### src/rtl/icache_refill_ctrl_pkg.sv
// Shared types and default widths for the instruction-cache refill controller.
package icache_refill_ctrl_pkg;

  localparam int ICACHE_ADDR_W = 32;
  localparam int ICACHE_DATA_W = 32;
  localparam int ICACHE_CNT_W  = 32;

  typedef enum logic [1:0] {
    ST_IDLE = 2'd0,
    ST_REQ  = 2'd1,
    ST_FILL = 2'd2
  } state_e;

endpackage

### src/rtl/icache_refill_ctrl.sv
// Fetch-side cache sequencer: one-cycle hits, single outstanding word refill
// on a miss, and flush handling that lets an in-flight refill complete silently.
module icache_refill_ctrl
  import icache_refill_ctrl_pkg::*;
#(
  parameter int ADDR_W = ICACHE_ADDR_W,
  parameter int DATA_W = ICACHE_DATA_W
) (
  input  logic                    clk_in,
  input  logic                    rst_in,
  input  logic                    rdy_in,
  input  logic                    flush_in,
  input  logic                    fetch_valid,
  input  logic [ADDR_W-1:0]       fetch_pc,
  output logic                    fetch_ready,
  output logic                    inst_valid,
  output logic [DATA_W-1:0]       inst_data,
  output logic [ADDR_W-1:0]       inst_pc,
  input  logic                    dec_ready,
  output logic [ADDR_W-1:0]       icache_addr,
  input  logic                    icache_hit,
  input  logic [DATA_W-1:0]       icache_rdata,
  output logic                    icache_we,
  output logic                    icache_block,
  output logic [DATA_W-1:0]       icache_wdata,
  output logic                    mem_req,
  output logic [ADDR_W-1:0]       mem_addr,
  input  logic                    mem_done,
  input  logic [DATA_W-1:0]       mem_data,
  output logic [ICACHE_CNT_W-1:0] miss_count
);

  localparam logic [ADDR_W-1:0] WORD_MASK = {{(ADDR_W-2){1'b1}}, 2'b00};

  state_e                  state_q, state_d;
  logic [ADDR_W-1:0]       miss_pc_q, miss_pc_d;
  logic [DATA_W-1:0]       fill_data_q, fill_data_d;
  logic                    drop_q, drop_d;
  logic                    inst_valid_q, inst_valid_d;
  logic [DATA_W-1:0]       inst_data_q, inst_data_d;
  logic [ADDR_W-1:0]       inst_pc_q, inst_pc_d;
  logic [ICACHE_CNT_W-1:0] miss_count_q, miss_count_d;

  logic [ADDR_W-1:0]       fetch_pc_al;
  logic                    load;
  logic [DATA_W-1:0]       load_data;
  logic [ADDR_W-1:0]       load_pc;

  assign fetch_pc_al = fetch_pc & WORD_MASK;

  always_comb begin
    // NOTE: every signal driven here gets a default first; a path that skips
    // an assignment would otherwise infer a latch.
    state_d      = state_q;
    miss_pc_d    = miss_pc_q;
    fill_data_d  = fill_data_q;
    drop_d       = drop_q;
    miss_count_d = miss_count_q;
    fetch_ready  = 1'b0;
    mem_req      = 1'b0;
    icache_we    = 1'b0;
    icache_addr  = miss_pc_q;
    load         = 1'b0;
    load_data    = icache_rdata;
    load_pc      = fetch_pc_al;

    case (state_q)
      ST_IDLE: begin
        icache_addr = fetch_pc_al;
        // Gated by rdy_in so a frozen block never completes a handshake.
        fetch_ready = rdy_in && !flush_in && (!inst_valid_q || dec_ready);
        if (fetch_valid && fetch_ready) begin
          if (icache_hit) begin
            load = 1'b1;
          end else begin
            miss_pc_d    = fetch_pc_al;
            miss_count_d = miss_count_q + 1'b1;
            state_d      = ST_REQ;
          end
        end
      end
      ST_REQ: begin
        mem_req = 1'b1;
        if (flush_in) drop_d = 1'b1;
        if (mem_done) begin
          fill_data_d = mem_data;
          state_d     = ST_FILL;
        end
      end
      ST_FILL: begin
        // The cache is written even for a dropped refill: the word is valid
        // for its address regardless of the redirect.
        icache_we = 1'b1;
        load      = !drop_q && !flush_in;
        load_data = fill_data_q;
        load_pc   = miss_pc_q;
        drop_d    = 1'b0;
        state_d   = ST_IDLE;
      end
      default: state_d = ST_IDLE;
    endcase

    inst_valid_d = inst_valid_q;
    inst_data_d  = inst_data_q;
    inst_pc_d    = inst_pc_q;
    if (flush_in) begin
      inst_valid_d = 1'b0;
    end else if (load) begin
      inst_valid_d = 1'b1;
      inst_data_d  = load_data;
      inst_pc_d    = load_pc;
    end else if (dec_ready) begin
      inst_valid_d = 1'b0;
    end
  end

  always_ff @(posedge clk_in or posedge rst_in) begin
    if (rst_in) begin
      state_q      <= ST_IDLE;
      miss_pc_q    <= '0;
      fill_data_q  <= '0;
      drop_q       <= 1'b0;
      inst_valid_q <= 1'b0;
      inst_data_q  <= '0;
      inst_pc_q    <= '0;
      miss_count_q <= '0;
    end else if (rdy_in) begin
      // NOTE: non-blocking assignments so every flop samples pre-edge values.
      state_q      <= state_d;
      miss_pc_q    <= miss_pc_d;
      fill_data_q  <= fill_data_d;
      drop_q       <= drop_d;
      inst_valid_q <= inst_valid_d;
      inst_data_q  <= inst_data_d;
      inst_pc_q    <= inst_pc_d;
      miss_count_q <= miss_count_d;
    end
  end

  assign inst_valid   = inst_valid_q;
  assign inst_data    = inst_data_q;
  assign inst_pc      = inst_pc_q;
  assign icache_block = icache_we;
  assign icache_wdata = fill_data_q;
  assign mem_addr     = miss_pc_q;
  assign miss_count   = miss_count_q;

endmodule

### config.mk
export PLATFORM = sky130hd
export DESIGN_NAME = icache_refill_ctrl
export DESIGN_NICKNAME = d
export VERILOG_FILES = /design/src/rtl/icache_refill_ctrl_pkg.sv /design/src/rtl/icache_refill_ctrl.sv
export SDC_FILE = /design/constraint.sdc
export NUM_CORES = 1
export LEC_CHECK = 0
export CAP_MARGIN = 5
export CORE_ASPECT_RATIO = 1.1
export CORE_MARGIN = 1
export CORE_UTILIZATION = 39
export DETAILED_ROUTE_END_ITERATION = 7
export PLACE_DENSITY = 0.79
export REMOVE_ABC_BUFFERS = 1
export SYNTH_ARGS = -nofsm -noshare
export SYNTH_HDL_FRONTEND = slang
export SYNTH_SLANG_ARGS = --single-unit
export TNS_END_PERCENT = 20
### constraint.sdc
create_clock -name clk_in -period 5.31 [get_ports clk_in]
set_input_delay 1.062 -clock clk_in [delete_from_list [all_inputs] [get_ports clk_in]]
set_output_delay 1.062 -clock clk_in [all_outputs]
set_load 0.01 [all_outputs]
**Yosys cells after proc, flatten, opt, wreduce, memory -nomap -nowiden**

Cells that the tools add are included.

- Add/subtract/negate cells: 1
- Bitwise gates (word level): 2
- Mux-type cells: 18
- Equality and inequality tests: 6
- Reduce and logical (&&, ||, !) cells: 17

Operators with widths:

| cell | count |
|---|---|
| 2-to-1 mux 32 bit | 3 |
| adder 32 x 1 -> 32 bit, second input constant | 1 |
| 2-to-1 mux 1 bit | 9 |
| AND reduction 3 bit | 3 |
| != test 2 bit, second input constant | 4 |
| AND reduction 4 bit | 2 |
| 2-to-1 mux 2 bit | 3 |
| logical AND 1 bit | 4 |
| case mux 1 bit (2 select lines) | 2 |
| case mux 2 bit (2 select lines) | 1 |
| logical NOT 1 bit | 3 |
| nonzero test 3 bit | 1 |
| equality test 2 x 1 -> 1 bit, second input constant | 1 |
| equality test 2 bit, second input constant | 1 |
| logical NOT 2 bit | 1 |
| NOT 1 bit | 2 |
| AND reduction 2 bit | 1 |
| nonzero test 2 bit | 1 |
| logical OR 1 bit | 1 |

- Word-level logic and storage cells: 52
- Output and inout port bits: 197
- Register bits: 162
- Input bits: 104

**Logic depth before layout (Yosys ltp)**

Gate-level depths: netlist of run 1.

- Depth in word-level cells: 8
- Mapped depth: 8

**Least setup slack after synthesis of run 1**

Ideal clock, no wire load.

- Path kind: input-to-output
- Start point: in flush_in
- End point: out fetch_ready
- Arrival time: 1.562 ns
- Stages on the path: 2
- Required time: 4.248 ns
- Path slack: 2.686 ns
- Buffers on the path: 0
- Cells stage by stage: and2b_1 > and3_1

- Longest elaborated chain between the ends: 4

RTL lines:

| item | line | RTL |
|---|---|---|
| start: declaration | icache_refill_ctrl.sv:12 | `input logic flush_in,` |
| logical NOT 1 bit | icache_refill_ctrl.sv:71 | `fetch_ready = rdy_in && !flush_in && (!inst_valid_q \|\| dec_ready);` |
| logical AND 1 bit (2 in a row) | icache_refill_ctrl.sv:71 |  |
| 2-to-1 mux 1 bit | icache_refill_ctrl.sv:67 | `case (state_q)` |
| end: declaration | icache_refill_ctrl.sv:15 | `output logic fetch_ready,` |

No other way between the ends.

**Worst setup path after layout of run 1**

- Start point: in rdy_in
- End point: out fetch_ready

- Longest elaborated chain between the ends: 3

RTL lines:

| item | line | RTL |
|---|---|---|
| start: declaration | icache_refill_ctrl.sv:11 | `input logic rdy_in,` |
| logical AND 1 bit (2 in a row) | icache_refill_ctrl.sv:71 |  |
| 2-to-1 mux 1 bit | icache_refill_ctrl.sv:67 |  |

No other way between the ends.

==> metrics.md, run 1 <==
| Metric | Value |
|---|---|
| Status | `complete, no violations` |
| Max incr delay on CP | `0.60 ns` |
| Yosys cell types | `38` |
| Largest net degree at the start of global routing | `90` |
| Skew final | `0.007344 ns` |
| Layout Utilization | `61.01%` |
| Combinational fraction of design power | `34.6%` |
| CP Class | `input port to primary output` |
| H-Tree Depth | `4` |
| Wire length after detailed routing | `19.80 mm` |
| Crit Path Max Fanout | `8` |
| DP Worst Slack | `1.530 ns` |
| DP HPWL | `13.94 mm` |
| Clk pin slew, worst setup/hold paths | `0.06 ns` |
| Yosys top cell area share | `55.21%` |
| Fmax | `265.6 MHz` |
| Min Hold Slack | `0.4696 ns` |
| Commonest non-fill, non-tap cell in the layout | `clkdlybuf4s50_1` |
| Clk pwr share | `26.3%` |
| Clock Sinks | `160` |
| CP max-delay cell | `clkdlybuf4s50_1` |
| Final hold violations | `0` |
| Xor/xnor share of the synthesized area | `3.744%` |
| Root Driver | `clkbuf_16` |
| Final std cell area, no fill | `10940 um2` |
| Starting DRT DRC Count | `252` |
| Vias per Instance | `4.868` |
| Top post-synthesis cells by area | `dfrtp_1 (55%), mux2_2 (9.6%), nand2_1 (8.7%)` |
| Initial antenna violation count | `0` |
| Switch share | `30.31%` |
| Global-route wire length before repair | `31.41 mm` |
| P_sw | `1.412 mW` |
| Worst Path Required | `4.25 ns` |
| VDD IR max | `226.7 uV` |
| Cell Int Power | `3.248 mW` |
| Yosys reg bits | `160` |
| Final period utilization | `70.92%` |
| Power share of the sequential group | `39.1%` |
| Boundary pin count | `301` |
| Die area | `19140 um2` |
| Routed len/inst | `16.65 um` |
| Hold Crit Class | `flop to flop` |
| Register area share after synthesis | `55.21%` |
| GP Congestion | `0.8299` |
| DP Area | `10350 um2` |
| Crit path DAT | `2.70 ns` |
| Synth Cell Area | `7252 um2` |
| DRT antenna net count | `0` |
| YS warnings | `0` |
| Primary FF master, synth | `dfrtp_1` |
| Mux contribution to synthesized area | `18.18%` |
| Tmin final | `3.766 ns` |
| Maxcap violations | `0` |
| Slew margin rel. | `28.27%` |
| Postcts setup bufs | `0` |
| Clock tree buffer depth | `2` |
| Final worst slack | `1.544 ns` |
| Ys async rst share | `100.0%` |
| # fillers | `1490` |
| 1st-pass router iterations | `5` |
| Power Density | `426.0 nW/um2` |
| Adder-Cell Fraction of Synth Area | `0.1725%` |
| DRC | `0` |
| Power, Total | `4.660 mW` |
| Pins over their slew limit | `0` |
| Largest family of logic cells by synthesized area | `multiplexers` |
| Nets@finish | `1044` |
| Leak | `4.734 nW` |
| CP Capture Type | `primary output` |
| Commonest non-fill, non-tap cells in the layout | `clkdlybuf4s50_1 (292), nand2_1 (169), dfrtp_1 (160)` |
| Worst path cell trace | `clkdlybuf4s50_1 > and2b_1 > and3_1 > clkdlybuf4s50_1` |
| FP Rows | `51` |
| Clk Latency, worst-skew pair | `0.42 ns` |
| Post-CTS sizing | `0` |
| Ant diodes | `0` |
| Die width | `132.0 um` |
| Worst-Margin Slew | `1.073 ns` |
| Synthesized instance count | `654` |
| CTS buffer count | `17` |
| Core footprint | `17930 um2` |
| GRT overflow | `0` |
| RSZ-0062 raised after global routing | `no` |
| # hold bufs at CTS | `0` |
| Starting Density | `40.44%` |
| Critical Path Source Type | `input port` |
| Compound-Gate Fraction of Synth Area | `4.934%` |
| Ratio of cells with drive above 1 in the final layout | `11.99%` |
| Avg Cell Area, Syn | `11.09 um2` |
| Die height | `145.0 um` |
| IO Port Bufs | `292` |
| Final setup viols | `0` |
| Post-synth EDFFs | `0` |
| Post-synth top area cell | `dfrtp_1` |
| Vias in the first global route | `5824` |
| Simple-gate portion of the synthesized area | `14.48%` |
| Via count | `5788` |
| Gr usage total | `21.15%` |
| Setup tns final | `0 ns` |
| Area growth, synth to finish | `50.86%` |
| Placed Instances | `1158` |
| Top cell by count, worst path | `clkdlybuf4s50_1` |
| Non-Filler Instances | `1189` |
| CTS tree | `yes` |
==> logic make-up (layout without fill, tap and decap cells) <==
kind of cell | after synthesis | after routing
xor+xnor | 31 | 31
simple gates | 222 | 222
other cells | 1 | 6
flops | 160 | 160
buf+inv | 46 | 338
fa+ha+maj | 1 | 1
compound gates | 69 | 69
mux | 124 | 124
==> per-layer routing <==
metal / part of all wire, % / track usage, % / vias to the layer above
met3: 7.5 / 6.639 / 31
met5: 0 / 0 / -
met2: 49 / 35.61 / 232
li1: - / - / 2770
met4: 2.3 / 7.733 / 0
met1: 41 / 25.23 / 2755
==> critical path: cells and delay by family <==
family	cells	cell delay, ns
and+or+nand+nor	2	0.50
buffers and inverters	2	1.14
==> power groups by stage <==
stage / logic (mW) / registers (mW) / clock network (mW)
4_1_cts: 1.63 / 1.83 / 1.25
2_1_floorplan: 0.460 / 1.97 / 0
6_report: 1.61 / 1.82 / 1.22
3_5_place_dp: 1.63 / 1.85 / 0
5_1_grt: 1.73 / 1.88 / 1.30
3_3_place_gp: 1.60 / 1.83 / 0
==> Yosys cell counts, drive strengths merged (2+ instances only) <==
library cell	number
and3	4
and4	4
buf	30
clkbuf	9
dfrtp	160
inv	7
mux2	62
mux2i	62
nand2	169
nand2b	2
nand3	12
nand4	9
nor2	9
nor3	3
nor4	4
o21ai	68
xnor2	23
xor2	8
==> state kept, by name, indices dropped and copies added (netlist names) <==
name,flops
miss_count,32
icache_wdata,32
drop_q,1
inst_valid,1
mem_addr,30
state_q,2
inst_data,32
inst_pc,30
==> worst paths after layout <==
path / start / endpoint / slack [ns] / cells after the start
worst max-delay path: rdy_in / fetch_ready / 1.54 / 4
worst min-delay path: miss_count[31] / miss_count[31] / 0.47 / 1
worst max register to register: state_q[1] / inst_data[2] / 2.74 / 6
worst min register to register: miss_count[31] / miss_count[31] / 0.47 / 1
max in group asynchronous: rst_in / inst_data[26] / 3.05 / 3
min in group asynchronous: rst_in / inst_data[18] / 1.17 / 2
==> final cells by class <==
type	count	area (um2)	area share [%]
Clock buffer	20	456.7	4.174
Clock inverter	11	130.1	1.189
Inverter	7	31.28	0.2859
Multi-Input combinational cell	453	3038	27.77
Sequential cell	160	4004	36.60
Tap cell	238	297.8	2.722
Timing Repair Buffer	300	2983	27.26
No activity file was read; power rests on OpenSTA's default activity.
==> run 2: changes to the inputs <==
--- a/config.mk
+++ b/config.mk
@@ -8,9 +8,9 @@
 export CAP_MARGIN = 5
 export CORE_ASPECT_RATIO = 1.1
 export CORE_MARGIN = 1
-export CORE_UTILIZATION = 39
+export CORE_UTILIZATION = 43
 export DETAILED_ROUTE_END_ITERATION = 7
-export PLACE_DENSITY = 0.79
+export PLACE_DENSITY = 0.82
 export REMOVE_ABC_BUFFERS = 1
 export SYNTH_ARGS = -nofsm -noshare
 export SYNTH_HDL_FRONTEND = slang
==> constraint.sdc (replaced) <==
create_clock -name clk_in -period 3.9 [get_ports clk_in]
set_input_delay 0.78 -clock clk_in [delete_from_list [all_inputs] [get_ports clk_in]]
set_output_delay 0.78 -clock clk_in [all_outputs]
set_load 0.01 [all_outputs]
==> metrics.md, run 2 (synthesized netlist as in run 1, its figures left out) <==
| Metric | Value |
|---|---|
| Status | `complete, no violations (unchanged)` |
| CP Capture Type | `primary output (unchanged)` |
| Clock Sinks | `160 (unchanged)` |
| Commonest non-fill, non-tap cells in the layout | `clkdlybuf4s50_1 (292), nand2_1 (169), dfrtp_1 (160) (unchanged)` |
| Fmax | `306.7 MHz` |
| Worst-Margin Slew | `0.7303 ns (was 1.073 ns)` |
| Power Density | `569.1 nW/um2 (was 426.0 nW/um2)` |
| H-Tree Depth | `4 (unchanged)` |
| Ant diodes | `0 (unchanged)` |
| Final setup viols | `0 (unchanged)` |
| Die width | `125.8 um (was 132.0 um)` |
| Ratio of cells with drive above 1 in the final layout | `11.88% (was 11.99%)` |
| Starting DRT DRC Count | `273 (was 252)` |
| Via count | `5871 (was 5788)` |
| CTS buffer count | `17 (unchanged)` |
| Maxcap violations | `0 (unchanged)` |
| 1st-pass router iterations | `5 (unchanged)` |
| Skew final | `0.01042 ns (was 0.007344 ns)` |
| Root Driver | `clkbuf_16 (unchanged)` |
| Hold Crit Class | `flop to flop (unchanged)` |
| Crit Path Max Fanout | `16 (was 8)` |
| Vias in the first global route | `5892 (was 5824)` |
| DP HPWL | `14.03 mm (was 13.94 mm)` |
| Slew margin rel. | `51.31% (was 28.27%)` |
| Largest net degree at the start of global routing | `91 (was 90)` |
| VDD IR max | `274.5 uV (was 226.7 uV)` |
| Non-Filler Instances | `1155 (was 1189)` |
| Pins over their slew limit | `0 (unchanged)` |
| Starting Density | `44.14% (was 40.44%)` |
| DRC | `0 (unchanged)` |
| CTS tree | `yes (unchanged)` |
| Vias per Instance | `5.083 (was 4.868)` |
| Power, Total | `6.204 mW (was 4.660 mW)` |
| Setup tns final | `0 ns (unchanged)` |
| Crit Reg-Reg Startpoint | `state_q[0] (was state_q[1])` |
| Clock tree buffer depth | `2 (unchanged)` |
| Boundary pin count | `301 (unchanged)` |
| FP Rows | `49 (was 51)` |
| Post-CTS sizing | `0 (unchanged)` |
| Nets@finish | `1046 (was 1044)` |
| Die height | `138.2 um (was 145.0 um)` |
| Clk Latency, worst-skew pair | `0.41 ns (was 0.42 ns)` |
| CP Launch Point | `state_q[0] (was rdy_in)` |
| Final hold violations | `0 (unchanged)` |
| Routed len/inst | `17.01 um (was 16.65 um)` |
| Gr usage total | `23.39% (was 21.15%)` |
| # hold bufs at CTS | `0 (unchanged)` |
| Global-route wire length before repair | `31.52 mm (was 31.41 mm)` |
| Die area | `17390 um2 (was 19140 um2)` |
| # fillers | `1286 (was 1490)` |
| Core footprint | `16430 um2 (was 17930 um2)` |
| CP Class | `flop to primary output (was input port to primary output)` |
| GP Congestion | `0.7964 (was 0.8299)` |
| Clk pin slew, worst setup/hold paths | `0.05 ns (was 0.06 ns)` |
| GRT overflow | `0 (unchanged)` |
| RSZ-0062 raised after global routing | `no (unchanged)` |
| Final std cell area, no fill | `10900 um2 (was 10940 um2)` |
| Final period utilization | `83.61%` |
| Placed Instances | `1126 (was 1158)` |
| Area growth, synth to finish | `50.31% (was 50.86%)` |
| Crit path DAT | `2.48 ns (was 2.70 ns)` |
| Critical Path Source Type | `flop (was input port)` |
| Wire length after detailed routing | `19.65 mm (was 19.80 mm)` |
| Postcts setup bufs | `0 (unchanged)` |
| Commonest non-fill, non-tap cell in the layout | `clkdlybuf4s50_1 (unchanged)` |
| IO Port Bufs | `292 (unchanged)` |
| Worst Path Required | `3.12 ns (was 4.25 ns)` |
| Tmin final | `3.261 ns` |
| DP Area | `10380 um2 (was 10350 um2)` |
| DRT antenna net count | `0 (unchanged)` |
| Leak | `4.739 nW (was 4.734 nW)` |
| Initial antenna violation count | `0 (unchanged)` |
| Hold wc startpoint | `inst_pc[19] (was miss_count[31])` |
run 2: changes by cell type in the layout (fill, tap and decap cells not counted):
cell        previous run  this run
buf_12                 0         4
clkinv_2               1         4
buf_4                  8         6
clkbuf_8               2         0
clkinvlp_4             4         2
inv_6                  4         2
bufinv_16              2         1
clkbuf_1               1         2
clkinv_4               1         2
run 2: power breakdown:
| part | internal, mW | switching, mW |
|---|---|---|
| clock | 0.865 | 0.639 |
| sequential | 2.13 | 0.361 |
| combinational | 1.32 | 0.886 |
| total | 4.32 | 1.89 |
run 2: final cells by class:
| type | count | area (um2) | area share (%) |
|---|---|---|---|
| inverters | 7 | 31.28 | 0.2870 |
| multi-input cells | 453 | 3038 | 27.87 |
| repair buffers | 302 | 3048 | 27.96 |
| well taps | 204 | 255.2 | 2.342 |
| clock buffers | 19 | 432.9 | 3.972 |
| clock inverters | 10 | 91.34 | 0.8379 |
| flip-flops and latches | 160 | 4004 | 36.73 |
run 2: final timing paths:
kind / end / slack, ns / cells past startpoint
hold reg to reg: inst_pc[19] / 0.48 / 2
max in group asynchronous: icache_wdata[0] / 2.29 / 3
min in group asynchronous: icache_wdata[18] / 0.90 / 2
setup / recovery: icache_addr[21] / 0.64 / 4
setup reg to reg: miss_count[31] / 1.94 / 5
hold / removal: inst_pc[19] / 0.48 / 2
run 2: metal layers:
layer | GRT usage [%] | part of all wire [%]
met5 | 0 | 0
met2 | 40.56 | 50
met1 | 27.43 | 41
met3 | 6.618 | 6.9
met4 | 9.004 | 2.4
run 2: critical path: stages (launching register included):
cell and delay [ns]:
dfrtp_1 0.48, nor2_4 0.42, buf_4 0.32, mux2_2 0.37
clkdlybuf4s50_1 0.48
run 2: per-stage QoR:
step | worst slack, ns | hold WS (ns) | util, %
global placement | 0.7123 | 0.4600 | 63.15
global route | 0.5023 | 0.5064 | 66.34
CTS | 0.5990 | 0.4838 | 66.34
detailed placement | 0.7028 | 0.4687 | 63.15
finish | 0.6393 | 0.4772 | 66.34
floorplan | -1.200 | 0.4934 | -
